`src/rtl/usb_pkg.sv`:
```
// rtl/usb_pkg.sv - PID codes (NRZI line-image encoding), scheduler states and PID classifiers.
package usb_pkg;

   typedef enum logic [7:0] {
      PID_OUT   = 8'hF5,
      PID_IN    = 8'h8D,
      PID_SOF   = 8'hC9,
      PID_SETUP = 8'hB1,
      PID_DATA0 = 8'hEB,
      PID_DATA1 = 8'h93,
      PID_DATA2 = 8'hD7,
      PID_MDATA = 8'hAF,
      PID_ACK   = 8'hE4,
      PID_NAK   = 8'h9C,
      PID_STALL = 8'hA0,
      PID_NYET  = 8'hD8,
      PID_PRE   = 8'hBE,
      PID_SPLIT = 8'h82,
      PID_PING  = 8'hC6
   } pid_t;

   typedef enum logic [2:0] {
      S_IDLE     = 3'd0,
      S_H_PKT    = 3'd1,
      S_D_PKT    = 3'd2,
      S_HOLD     = 3'd3,
      S_DEV_WAIT = 3'd4
   } sched_state_t;

   function automatic bit is_token(input logic [7:0] p);
      return (p == PID_OUT) || (p == PID_IN) || (p == PID_SOF) || (p == PID_SETUP);
   endfunction

   function automatic bit is_data(input logic [7:0] p);
      return (p == PID_DATA0) || (p == PID_DATA1) || (p == PID_DATA2) || (p == PID_MDATA);
   endfunction

   function automatic bit is_handshake(input logic [7:0] p);
      return (p == PID_ACK) || (p == PID_NAK) || (p == PID_STALL) || (p == PID_NYET);
   endfunction

   function automatic bit is_valid_pid(input logic [7:0] p);
      return is_token(p) || is_data(p) || is_handshake(p) ||
             (p == PID_PRE) || (p == PID_SPLIT) || (p == PID_PING);
   endfunction

endpackage

```
`src/rtl/usb_turnaround_timer.sv`:
```
// rtl/usb_turnaround_timer.sv - loadable down-counter; expired_o flags a zero count while enabled.
module usb_turnaround_timer #(
   parameter int W = 8
) (
   input  logic         clk,
   input  logic         rst,
   input  logic         load_i,
   input  logic [W-1:0] load_val_i,
   input  logic         en_i,
   output logic         expired_o
);

   logic [W-1:0] cnt_q, cnt_d;

   always_comb begin
      cnt_d = cnt_q;
      if (load_i)
         cnt_d = load_val_i;
      else if (en_i && (cnt_q != '0))
         cnt_d = cnt_q - W'(1);
   end

   always_ff @(posedge clk) begin
      if (rst) cnt_q <= '0;
      else     cnt_q <= cnt_d;
   end

   // Combinational so the owner can load a new interval on the expiry cycle.
   assign expired_o = en_i && (cnt_q == '0);

endmodule

```
`src/rtl/usb_dir_sched.sv`:
```
// rtl/usb_dir_sched.sv - USB repeater direction scheduler; optional stats via USB_DIR_SCHED_STATS_EN.
module usb_dir_sched
   import usb_pkg::*;
#(
   parameter int TIMEOUT_CYCLES = 72,
   parameter int EOP_HOLD       = 2,
   parameter int CNT_W          = 16
) (
   input  logic             clk,
   input  logic             rst,
   input  logic             proxy_en,
   input  logic             host_sop,
   input  logic             dev_sop,
   input  logic             pid_valid,
   input  logic [7:0]       pid,
   input  logic             eop,
   output logic             host_dir,
   output logic             device_dir,
   output logic [2:0]       state,
   output logic             timeout,
   output logic             pid_err,
   output logic [CNT_W-1:0] timeout_cnt,
   output logic [CNT_W-1:0] txn_cnt
);

   localparam int MAXV = (TIMEOUT_CYCLES > EOP_HOLD) ? TIMEOUT_CYCLES : EOP_HOLD;
   localparam int TW   = $clog2(MAXV + 1);
   localparam logic [TW-1:0] HOLD_LD = TW'(EOP_HOLD - 1);
   localparam logic [TW-1:0] TO_LD   = TW'(TIMEOUT_CYCLES - 1);

   sched_state_t state_q, state_d;
   logic         host_dir_q, host_dir_d, device_dir_q, device_dir_d;
   logic         timeout_q, timeout_d, pid_err_q, pid_err_d;
   logic [7:0]   cur_pid_q, cur_pid_d, prev_pid_q, prev_pid_d;
   logic         pid_seen_q, pid_seen_d, from_dev_q, from_dev_d;
   logic         tmr_load, tmr_en, tmr_exp;
   logic [TW-1:0] tmr_val;

   usb_turnaround_timer #(.W(TW)) u_timer (
      .clk        (clk),
      .rst        (rst),
      .load_i     (tmr_load),
      .load_val_i (tmr_val),
      .en_i       (tmr_en),
      .expired_o  (tmr_exp)
   );

   always_comb begin
      state_d      = state_q;
      host_dir_d   = host_dir_q;
      device_dir_d = device_dir_q;
      cur_pid_d    = cur_pid_q;
      prev_pid_d   = prev_pid_q;
      pid_seen_d   = pid_seen_q;
      from_dev_d   = from_dev_q;
      tmr_load     = 1'b0;
      tmr_val      = '0;
      tmr_en       = 1'b0;
      timeout_d    = 1'b0;
      pid_err_d    = pid_valid && !is_valid_pid(pid);

      case (state_q)
         S_IDLE: begin
            if (host_sop) begin
               state_d    = S_H_PKT;
               pid_seen_d = 1'b0;
               from_dev_d = 1'b0;
            end
         end
         S_H_PKT, S_D_PKT: begin
            if (pid_valid) begin
               cur_pid_d  = pid;
               pid_seen_d = 1'b1;
            end
            if (eop) begin
               state_d  = S_HOLD;
               tmr_load = 1'b1;
               tmr_val  = HOLD_LD;
            end
         end
         S_HOLD: begin
            tmr_en = 1'b1;
            if (tmr_exp) begin
               state_d = S_IDLE;
               // A packet whose PID never decoded does not advance the transaction phase.
               if (pid_seen_q) begin
                  prev_pid_d = cur_pid_q;
                  if (!from_dev_q && ((cur_pid_q == PID_IN) ||
                      (is_data(cur_pid_q) && ((prev_pid_q == PID_OUT) || (prev_pid_q == PID_SETUP))))) begin
                     state_d  = S_DEV_WAIT;
                     tmr_load = 1'b1;
                     tmr_val  = TO_LD;
                  end
               end
            end
         end
         S_DEV_WAIT: begin
            tmr_en = 1'b1;
            if (host_sop) begin
               state_d    = S_H_PKT;
               pid_seen_d = 1'b0;
               from_dev_d = 1'b0;
            end else if (dev_sop) begin
               state_d    = S_D_PKT;
               pid_seen_d = 1'b0;
               from_dev_d = 1'b1;
            end else if (tmr_exp) begin
               state_d   = S_IDLE;
               timeout_d = 1'b1;
            end
         end
         default: state_d = S_IDLE;
      endcase

      case (state_d)
         S_IDLE, S_H_PKT: begin host_dir_d = 1'b1; device_dir_d = 1'b0; end
         S_D_PKT:         begin host_dir_d = 1'b0; device_dir_d = 1'b1; end
         S_DEV_WAIT:      begin host_dir_d = 1'b1; device_dir_d = 1'b1; end
         default:         ;
      endcase

      if (!proxy_en) begin
         state_d      = S_IDLE;
         host_dir_d   = 1'b1;
         device_dir_d = 1'b0;
         tmr_load     = 1'b1;
         tmr_val      = '0;
         timeout_d    = 1'b0;
         pid_err_d    = 1'b0;
         pid_seen_d   = 1'b0;
         from_dev_d   = 1'b0;
         cur_pid_d    = '0;
         prev_pid_d   = '0;
      end
   end

   always_ff @(posedge clk) begin
      if (rst) begin
         state_q      <= S_IDLE;
         host_dir_q   <= 1'b1;
         device_dir_q <= 1'b0;
         timeout_q    <= 1'b0;
         pid_err_q    <= 1'b0;
         cur_pid_q    <= '0;
         prev_pid_q   <= '0;
         pid_seen_q   <= 1'b0;
         from_dev_q   <= 1'b0;
      end else begin
         state_q      <= state_d;
         host_dir_q   <= host_dir_d;
         device_dir_q <= device_dir_d;
         timeout_q    <= timeout_d;
         pid_err_q    <= pid_err_d;
         cur_pid_q    <= cur_pid_d;
         prev_pid_q   <= prev_pid_d;
         pid_seen_q   <= pid_seen_d;
         from_dev_q   <= from_dev_d;
      end
   end

   assign host_dir   = host_dir_q;
   assign device_dir = device_dir_q;
   assign state      = state_q;
   assign timeout    = timeout_q;
   assign pid_err    = pid_err_q;

`ifdef USB_DIR_SCHED_STATS_EN
   logic [CNT_W-1:0] txn_cnt_q, timeout_cnt_q;
   logic             txn_inc;

   assign txn_inc = proxy_en && (state_q == S_HOLD) && tmr_exp && pid_seen_q &&
                    from_dev_q && is_handshake(cur_pid_q);

   always_ff @(posedge clk) begin
      if (rst) begin
         txn_cnt_q     <= '0;
         timeout_cnt_q <= '0;
      end else begin
         if (txn_inc && (txn_cnt_q != '1))
            txn_cnt_q <= txn_cnt_q + CNT_W'(1);
         if (timeout_q && (timeout_cnt_q != '1))
            timeout_cnt_q <= timeout_cnt_q + CNT_W'(1);
      end
   end

   assign txn_cnt     = txn_cnt_q;
   assign timeout_cnt = timeout_cnt_q;
`else
   assign txn_cnt     = '0;
   assign timeout_cnt = '0;
`endif

endmodule

```
`config.mk`:
```
export PLATFORM = sky130hd
export DESIGN_NAME = usb_dir_sched
export DESIGN_NICKNAME = d
export VERILOG_FILES = /design/src/rtl/usb_pkg.sv /design/src/rtl/usb_turnaround_timer.sv /design/src/rtl/usb_dir_sched.sv
export SDC_FILE = /design/constraint.sdc
export NUM_CORES = 1
export LEC_CHECK = 0
export CORE_ASPECT_RATIO = 1.5
export CORE_MARGIN = 2
export CORE_UTILIZATION = 37
export CTS_CLUSTER_SIZE = 12
export DETAILED_ROUTE_END_ITERATION = 10
export PLACE_DENSITY = 0.79
export SYNTH_ARGS = -nofsm -noshare
export SYNTH_HDL_FRONTEND = slang
export SYNTH_SLANG_ARGS = --single-unit
```
`constraint.sdc`:
```
create_clock -name clk -period 1.6 [get_ports clk]
set_input_delay 0.32 -clock clk [delete_from_list [all_inputs] [get_ports clk]]
set_output_delay 0.32 -clock clk [all_outputs]
set_load 0.01 [all_outputs]
```
# Word-level counts from Yosys, hierarchy flattened
# Cells that the tools add are included.
# Widths: inputs -> output; s select.
[totals]
in_bits = 15
elab_cells = 126
register_bits = 32
out_inout_bits = 39
[op_classes]
muxes = 35
add_sub_neg = 1
n_bitwise = 2
eq_ne = 32
reduce_logical = 46
[op_table]
columns = ["op", "count"]
rows = [
  ["$eq 8x8->1 const B", 22],
  ["$mux 7", 6],
  ["$mux 3", 8],
  ["$logic_or 1x1->1", 19],
  ["$mux 1", 14],
  ["$pmux 7 s2", 1],
  ["$pmux 3 s4", 1],
  ["$reduce_or 2->1", 5],
  ["$eq 3x2->1 const B", 3],
  ["$pmux 1 s2", 4],
  ["$reduce_bool 2->1", 4],
  ["$logic_not 7->1", 1],
  ["$reduce_bool 7->1", 1],
  ["$sub 7x1->7 const B", 1],
  ["$eq 3x1->1 const B", 2],
  ["$eq 3x3->1 const B", 2],
  ["$logic_not 3->1", 2],
  ["$reduce_and 3->1", 2],
  ["$logic_and 1x1->1", 5],
  ["$reduce_or 5->1", 1],
  ["$ne 2x2->1 const B", 2],
  ["$reduce_and 4->1", 1],
  ["$ne 3x3->1 const B", 1],
  ["$pmux 1 s3", 1],
  ["5 further kinds", 7],
]

# Logic depth before layout (Yosys ltp)
# Gate-level depths: netlist (run 1).
[logic_depth]
ltp_word = 14
mapped_depth = 7
depth_no_buf = 7

# Modules after synthesis
# A second synthesis (run 1) with hierarchy kept.
[unflattened]
cells_unflattened = 216
hier_area_um2 = 1896.8
[modules_own_cells]
columns = ["module", "seq_area_each_um2", "cells_each", "area_each_um2", "instances"]
rows = [
  ["usb_dir_sched", 500.5, 160, 1438.9, 1],
  ["usb_turnaround_timer", 140.1, 56, 457.9, 1],
]

# Least setup slack after synthesis (run 1)
# OpenSTA, ideal clock, no wires.
[synth_path]
path_kind = "register to register"
startpoint = "reg u_timer.cnt_q[2]"
endpoint = "reg u_timer.cnt_q[0]"
path_stages_with_launch = 6
path_buffers = 0
setup_time_ps = 74
period_less_slack_ps = 1666
t_arrival_ps = 1591
t_required_ps = 1526
setup_slack_ps = -66
path_cell_list = "dfxtp_1 -> nor4_4 -> and2_4 -> nand4_1 -> or4_4 -> a31oi_2"
[synth_via]
elab_chain_cells = 6
elab_cells_between_ends = 12
classes_between = "mux (7); reduce/logical (5)"
[synth_rtl]
columns = ["element", "line_no", "rtl"]
rows = [
  ["start: declaration", "usb_turnaround_timer.sv:13", "logic [W-1:0] cnt_q, cnt_d;"],
  ["start signal: assignment", "usb_turnaround_timer.sv:25", "else cnt_q <= cnt_d;"],
  ["$logic_not 7->1", "usb_turnaround_timer.sv:29", "assign expired_o = en_i && (cnt_q == '0);"],
  ["$logic_and 1x1->1", "usb_turnaround_timer.sv:29", ""],
  ["$mux 7 or $mux 1 (tied branches)", "usb_dir_sched.sv:83", "if (tmr_exp) begin"],
  ["$pmux 7 s2 or $pmux 1 s2 (tied branches)", "usb_dir_sched.sv:62", "case (state_q)"],
  ["$mux 7 or $mux 1 (tied branches)", "usb_dir_sched.sv:122", "if (!proxy_en) begin"],
  ["$mux 7 or $reduce_bool 2->1 (tied branches)", "-", ""],
]
# Parallel ways exist; a longest one is shown, timed or not.
# A chain may end at the register's enable or synchronous reset.

# Worst setup path in the final report (run 1)
[layout_path]
startpoint = "reg u_timer.cnt_q[1]"
endpoint = "reg u_timer.cnt_q[1]"
[layout_via]
elab_chain_cells = 6
elab_cells_between_ends = 14
classes_between = "add/sub (1); mux (8); reduce/logical (5)"
[layout_rtl]
columns = ["element"]
rows = [
  ["parallel branches: the longest is 6 deep, another holds $sub 7x1->7"],
]
# Parallel ways; which one is timed is not known. The select of a mux whose other input is x is not followed.

==> results of run 1 <==
==> cells in the mapped netlist (2+ instances only) <==
cell type	count	area [um2]
buf_4	33	247.7
mux2i_1	17	170.2
buf_2	3	15.01
nand4b_1	2	17.52
ha_1	2	25.02
nor2_1	23	86.33
nand2_1	8	30.03
a31oi_1	5	31.28
nor2b_1	3	18.77
nand3_1	3	15.01
dfxtp_1	32	640.6
o21ai_0	4	20.02
inv_1	4	15.01
xnor2_1	6	52.55
nand4_1	2	12.51
clkbuf_1	4	15.01
o2111ai_1	2	17.52
nor3_1	7	35.03
nand4bb_1	2	22.52
xor2_1	4	35.03
a21oi_1	6	30.03
nor4_1	2	12.51
==> how the worst max path moves through the flow <==
stage	startpoint	to	slack, ns	depth (start not counted)
6_report	u_timer.cnt_q[1]$_SDFFE_PP0P_	u_timer.cnt_q[1]$_SDFFE_PP0P_	-0.12	7
4_1_cts	u_timer.cnt_q[5]$_SDFFE_PP0P_	u_timer.cnt_q[1]$_SDFFE_PP0P_	-0.14	5
2_1_floorplan	u_timer.cnt_q[5]$_SDFFE_PP0P_	u_timer.cnt_q[2]$_SDFFE_PP0P_	-0.03	5
3_3_place_gp	eop	host_dir$_SDFFE_PP1P_	-0.15	5
3_5_place_dp	eop	host_dir$_SDFFE_PP1P_	-0.19	5
5_1_grt	u_timer.cnt_q[1]$_SDFFE_PP0P_	u_timer.cnt_q[1]$_SDFFE_PP0P_	-0.18	7
==> routing by layer <==
metal	global-route usage	part of all wire
met3	0.04155	0.068
met1	0.1524	0.38
met5	0	0
met4	0.08696	0.027
met2	0.2727	0.52
==> cells by family (layout without fill, tap and decap cells) <==
group | after synthesis | count (layout) | share of synthesized area
adder cells (fa/ha/maj) | 2 | 2 | 0.01382
other | 1 | 32 | 0.002071
AND/OR/NAND/NOR | 69 | 69 | 0.2301
multiplexers | 17 | 17 | 0.09399
XOR/XNOR | 10 | 10 | 0.04837
AO/OA/AOI/OAI | 25 | 25 | 0.09607
flip-flops | 32 | 32 | 0.3538
buffers and inverters | 44 | 71 | 0.1617
==> cell type report <==
class	instances	area, um2
clock buffers	7	96.34
clock inverters	1	30.03
fillers	426	2307
inverters	4	15.01
multi-input cells	155	1075
flip-flops and latches	32	648.1
well taps	66	82.58
repair buffers	59	516.7
==> stage by stage <==
stage               instance area (um2)  setup slack, ns  setup TNS, ns  instances  power [mW]
finish                             2464          -0.1238        -0.5958        324       1.928
floorplan                          1934         -0.02817       -0.09548        231       1.022
detailed placement                 2247          -0.1874         -1.784        316       1.085
global route                       2464          -0.1824         -1.164        324       2.015
CTS                                2432          -0.1376        -0.6482        324       1.941
global placement                   2247          -0.1512         -1.097        316       1.080
==> power groups by stage <==
stage	sequential, mW	combinational [mW]	clock [mW]
global route	0.819	0.293	0.902
global placement	0.834	0.245	0
detailed placement	0.835	0.251	0
floorplan	0.836	0.187	0
CTS	0.818	0.260	0.862
finish	0.819	0.267	0.842
==> state kept, by name, summed over array words and instances (netlist names) <==
name / cells
pid_err: 1
cur_pid_q: 8
state: 3
timeout: 1
pid_seen_q: 1
u_timer.cnt_q: 7
prev_pid_q: 8
from_dev_q: 1
host_dir: 1
device_dir: 1
==> worst reg2reg max path, delay by kind of cell (launching register included) <==
kind / cells / cell delay (ns)
fa+ha+maj: 1 / 0.13
compound gates: 1 / 0.17
buf+inv: 1 / 0.07
flops: 1 / 0.33
simple gates: 4 / 0.95
==> repair_timing <==
action,4_1_cts,5_1_grt
gates cloned,0,0
gates resized for setup,18,7
setup endpoints to repair,21,12
pin swaps,9,1
hold endpoints to repair,0,0
buffers inserted,1,0
==> impl_results.md, run 1 <==
- Logic gate share of total power: 0.139
- Register area share after synthesis: 0.3538
- Max-slew violations: 0
- Grt ovf: 0
- Syn Inst Count: 200
- Layout area overhead: 36.07%
- CTS hold repair buffers: 0
- Final Hold Violating Endpoints: 0
- Die X-Extent: 61.12 um
- Drt drc: 0
- Crit path max-delay family: simple AND/OR/NAND/NOR gates
- Pwr/cell area: 782.7 nW/um2
- Endpoints failing setup: 8
- Initial antenna violation count: 0
- Die height: 89.68 um
- Worst path max stage delay: 0.55 ns
- CTS tree: built
- Status: finished with violations
- Crit Path Class: flip-flop to flip-flop
- Number of enable flip-flop cells after synthesis: 0
- Int Pwr: 1.486 mW
- IO buf count: 21
- Cell area after synthesis: 1810 um2
- Largest net degree at the start of global routing: 18
- Crit-path cells: inv_2 -> ha_4 -> nor2b_4 -> and2_4 -> nand4_1 -> or4_4 -> a21oi_2
- Worst-path clk slew: 0.07 ns
- Synth Register Bits: 32
- Switching Share: 0.2292
- Vias/cell: 4.753
- Fin crit share: 1.077
- Vias: 1540
- Async SR Flop Fraction: 0
- Final nets: 274
- Share of layout cells above drive strength 1: 0.2946
- Worst Path Required: 1.81 ns
- Rows: 31
- Worst path slowest cell: or4_4
- WL final: 4.003 mm
- Number of H-tree levels: 2
- Net Switching: 0.4420 mW
- Drt pass-1 iters: 4
- # diodes: 0
- Post-synth cell types: 48
- CP Launch Type: flip-flop
- Period minus WS final: 1.724 ns
- CP Capture Type: flip-flop
- DRT iter0 DRCs: 72
- Sink Count: 32
- Clk Latency, worst-skew pair: 0.28 ns
- RSZ-0062 raised after global routing: yes
- Hold Startpoint: prev_pid_q[1]$_SDFFE_PP0P_
- Most used DFF post-synth: dfxtp_1
- Mean Syn Cell Area: 9.052 um2
- Clk pwr share: 0.437
- Worst VDD drop: 0.0003418 V
- Final setup margin: -0.1238 ns
- Core box area: 4771 um2
- HP Class: flip-flop to flip-flop
- Num ports: 54
- Deepest clock path buffer count: 2
- Detail Route Antenna Nets: 0
- Critical Path Fanout Max: 5
- Critical R2R Capture: u_timer.cnt_q[1]$_SDFFE_PP0P_
- Highest Clock Rate: 580.1 MHz
- Global-route wire length before repair: 6.203 mm
- Clock buffer count from CTS: 5
- Gr usage total: 0.1521
- Flop pwr share: 0.425
- Setup Skew: 0.007160 ns
- Avg WL per Cell: 12.35 um
- Commonest non-fill, non-tap cell in the layout: buf_4
- Die ar.: 5480 um2
- Highest-count cells in the layout ignoring fill and taps: buf_4, conb_1, dfxtp_1
- DPL Wire Length: 2.943 mm
- Hold endpoint: prev_pid_q[1]$_SDFFE_PP0P_
- Flop2flop setup slack: -0.12 ns
- Critical R2R Launch: u_timer.cnt_q[1]$_SDFFE_PP0P_
- CP Buf/Inv Count: 1
- Worst reg2reg path depth: 7
- Max cap viols: 0
- Vias in the first global route: 1467
- Core Util, Final: 0.5164
- YS warnings: 0
- Data arrival time of the worst path: 1.93 ns
- CTS root buf: clkbuf_8
- Hold Path Depth: 2
- RD Place Congestion: 0.8547
- Pleak: 1.068 nW
- Initial Utilization: 0.3795
- Hold slack: 0.4945 ns
- Violated checks: setup timing
Power figures use the tool's default switching activity.
==> run 2: changes to the inputs <==
- PLACE_DENSITY: 0.79 -> 0.76
- SYNTH_HIERARCHICAL: not set -> 1
- clock period: 1.6 -> 2.1 ns (I/O delays scaled with it)
==> impl_results.md, run 2 <==
- Status: finished with violations (unchanged)
- Violated checks: setup timing (unchanged)
- Number of H-tree levels: 2 (unchanged)
- Clk pwr share: 0.366 (was 0.437)
- Worst path slowest cell: or4_4 (unchanged)
- HP Class: flip-flop to flip-flop (unchanged)
- DPL Wire Length: 3.352 mm (was 2.943 mm)
- Max cap viols: 0 (unchanged)
- CTS tree: built (unchanged)
- CP Capture Type: flip-flop (unchanged)
- Global-route wire length before repair: 6.865 mm (was 6.203 mm)
- Int Pwr: 0.9758 mW (was 1.486 mW)
- Worst-path clk slew: 0.06 ns (was 0.07 ns)
- Final Hold Violating Endpoints: 0 (unchanged)
- Data arrival time of the worst path: 2.36 ns (was 1.93 ns)
- Clk Latency, worst-skew pair: 0.28 ns (about the same)
- Vias in the first global route: 1541 (was 1467)
- Highest Clock Rate: 452.0 MHz (was 580.1 MHz)
- Setup Skew: 0.01171 ns (was 0.007160 ns)
- Final setup margin: -0.1123 ns (was -0.1238 ns)
- Crit path max-delay family: simple AND/OR/NAND/NOR gates (unchanged)
- Commonest non-fill, non-tap cell in the layout: conb_1 (was buf_4)
- Most frequent cell on the critical path: o211ai_1
- Post-synth cell types: 52 (was 48)
- Area contributors post-synth: dfxtp_1, buf_4, mux2i_1 (unchanged)
- Footprint of the multi-input gates: 1169 um2 (was 1075 um2)
- Endpoints failing setup: 16 (was 8)
- Share of layout cells above drive strength 1: 0.2601 (was 0.2946)
- Critical Path Fanout Max: 4 (was 5)
- Synth area leader: dfxtp_1 (unchanged)
- Num ports: 54 (unchanged)
- Commonest cells post-synth: buf_4, dfxtp_1, nor2_1, mux2i_1, inv_1 (was buf_4, dfxtp_1, nor2_1, mux2i_1, nand2_1)
- Crit Path Class: flip-flop to flip-flop (unchanged)
- Highest-count cells in the layout ignoring fill and taps: conb_1, dfxtp_1, buf_4 (was buf_4, conb_1, dfxtp_1)
- Non-filler cells, final: 339 (was 324)
- Fillers: 465 (was 426)
- Register area share after synthesis: 0.3377 (was 0.3538)
- Avg WL per Cell: 12.84 um (was 12.35 um)
- Async SR Flop Fraction: 0 (unchanged)
- Die ar.: 5727 um2 (was 5480 um2)
- Dpl ws: -0.2313 ns (was -0.1874 ns)
- Pwr/cell area: 527.5 nW/um2 (was 782.7 nW/um2)
- Largest net degree at the start of global routing: 17 (was 18)
- Grt ovf: 0 (unchanged)
- WL final: 4.352 mm (was 4.003 mm)
- Worst path max stage delay: 0.56 ns (was 0.55 ns)
- Period minus WS final: 2.212 ns (was 1.724 ns)
- Die X-Extent: 62.46 um (was 61.12 um)
- Number of enable flip-flop cells after synthesis: 0 (unchanged)
- Vias/cell: 4.906 (was 4.753)
- Worst Path Required: 2.25 ns (was 1.81 ns)
- Top Registers: cur_pid_q (8), prev_pid_q (8), u_timer/cnt_q (7) (was cur_pid_q (8), prev_pid_q (8), u_timer.cnt_q (7))
- Vias: 1663 (was 1540)
- RSZ-0062 raised after global routing: yes (unchanged)
- Drt drc: 0 (unchanged)
- Initial antenna violation count: 0 (unchanged)
- Net Switching: 0.3509 mW (was 0.4420 mW)
- Most used DFF post-synth: dfxtp_1 (unchanged)
- Placed inst area: 2291 um2 (was 2247 um2)
- Mean Syn Cell Area: 8.782 um2 (was 9.052 um2)
- Final nets: 289 (was 274)
- Total Neg Setup Slack: -0.6699 ns (was -0.5958 ns)
- Core box area: 4887 um2 (was 4771 um2)
- # diodes: 0 (unchanged)
- Fin crit share: 1.053 (was 1.077)
- Post-Place Cells: 326 (was 316)
- Worst VDD drop: 0.0003692 V (was 0.0003418 V)
- Layout area overhead: 32.59% (was 36.07%)
- CP Buf/Inv Count: 1 (unchanged)
- YS warnings: 6 (was 0)
- Logic gate share of total power: 0.161 (was 0.139)
- Die height: 91.69 um (was 89.68 um)
- Synth Register Bits: 32 (unchanged)
- Initial Utilization: 0.3881 (was 0.3795)
- Detail Route Antenna Nets: 0 (unchanged)
- Crit-path cells: or4_4 -> nor3_4 -> nand4b_1 -> nor2_1 -> o211ai_1 -> nand3_2 -> buf_6 -> nor3_2 -> o211ai_1 -> o221ai_1 (was inv_2 -> ha_4 -> nor2b_4 -> and2_4 -> nand4_1 -> or4_4 -> a21oi_2)
- CP Launch Type: flip-flop (unchanged)
- Syn Inst Count: 216 (was 200)
- Drt pass-1 iters: 4 (unchanged)
- Deepest clock path buffer count: 2 (unchanged)
- CTS root buf: clkbuf_8 (unchanged)
- Max-slew violations: 0 (unchanged)
- Sink Count: 32 (unchanged)
- Pleak: 0.9741 nW (was 1.068 nW)
- FF/Latch Area: 641.9 um2 (was 648.1 um2)
- IO buf count: 21 (unchanged)
- Power Total: 1.327 mW (was 1.928 mW)
- Flop pwr share: 0.473 (was 0.425)
- Top cell type's share of synthesized area: 0.3377 (was 0.3538)
- Hold slack: 0.4871 ns (was 0.4945 ns)
- Switching Share: 0.2645 (was 0.2292)
- Clock buffer count from CTS: 5 (unchanged)
- RD Place Congestion: 0.8421 (was 0.8547)
- Design area: 2515 um2 (was 2464 um2)
- Core Util, Final: 0.5146 (was 0.5164)
- DRT iter0 DRCs: 44 (was 72)
- Cell area after synthesis: 1897 um2 (was 1810 um2)
- Gr usage total: 0.1471 (was 0.1521)
- Rows: 31 (unchanged)
## run 2: cell count changes after synthesis, sizes merged, moves of 3 or more
cell    delta
nor2       +3
o211ai     +5
inv        +6
nor3       -3
xnor2      -4
a221oi     +3
## run 2: what timing repair did
action                     CTS  global route
pin swaps                   12             5
gates cloned                 0             0
buffers inserted             2             3
setup endpoints to repair   17            18
hold buffers                 0             0
gates resized for setup     12             6
## run 2: logic make-up (layout without fill, tap and decap cells)
| logic type | after synthesis | in the layout | share of synthesized area |
|---|---|---|---|
| multiplexers | 16 | 16 | 0.08443 |
| AO/OA/AOI/OAI | 37 | 37 | 0.1491 |
| XOR/XNOR | 6 | 6 | 0.02770 |
| other | 1 | 35 | 0.001977 |
| flip-flops | 32 | 32 | 0.3377 |
| adder cells (fa/ha/maj) | 2 | 2 | 0.01319 |
| buffers and inverters | 51 | 74 | 0.1675 |
| AND/OR/NAND/NOR | 71 | 71 | 0.2183 |
## run 2: final timing paths
check / from / end / slack (ns) / depth (start not counted)
max: u_timer/cnt_q[2]$_SDFFE_PP0P_ / u_timer/cnt_q[1]$_SDFFE_PP0P_ / -0.11 / 10
min: host_dir$_SDFFE_PP1P_ / host_dir$_SDFFE_PP1P_ / 0.49 / 1
max reg2reg: u_timer/cnt_q[2]$_SDFFE_PP0P_ / u_timer/cnt_q[1]$_SDFFE_PP0P_ / -0.11 / 10
min reg2reg: host_dir$_SDFFE_PP1P_ / host_dir$_SDFFE_PP1P_ / 0.49 / 1
## run 2: per-layer routing
layer / vias up / share of wire / track usage / wire, um
met5: - / 0 / 0 / 0
met4: 0 / 0.018 / 0.06296 / 77
met3: 6 / 0.037 / 0.02945 / 161
met2: 59 / 0.55 / 0.2724 / 2382
met1: 782 / 0.40 / 0.1599 / 1731
li1: 816 / - / - / -
## run 2: area by class of cell
| class | count | area share |
|---|---|---|
| clock inverter | 2 | 0.003980 |
| tap | 66 | 0.03284 |
| clock buffer | 6 | 0.03284 |
| multi-input combinational | 167 | 0.4647 |
| timing repair buffer | 56 | 0.1955 |
| inverter | 10 | 0.01493 |
| sequential | 32 | 0.2552 |
## run 2: power by group through the flow
stage | sequential (mW) | combinational (mW) | clock (mW)
after CTS | 0.627 | 0.209 | 0.503
after global placement | 0.640 | 0.191 | 0
after global routing | 0.628 | 0.230 | 0.534
final | 0.627 | 0.214 | 0.486
after detailed placement | 0.640 | 0.193 | 0
after floorplan | 0.641 | 0.155 | 0
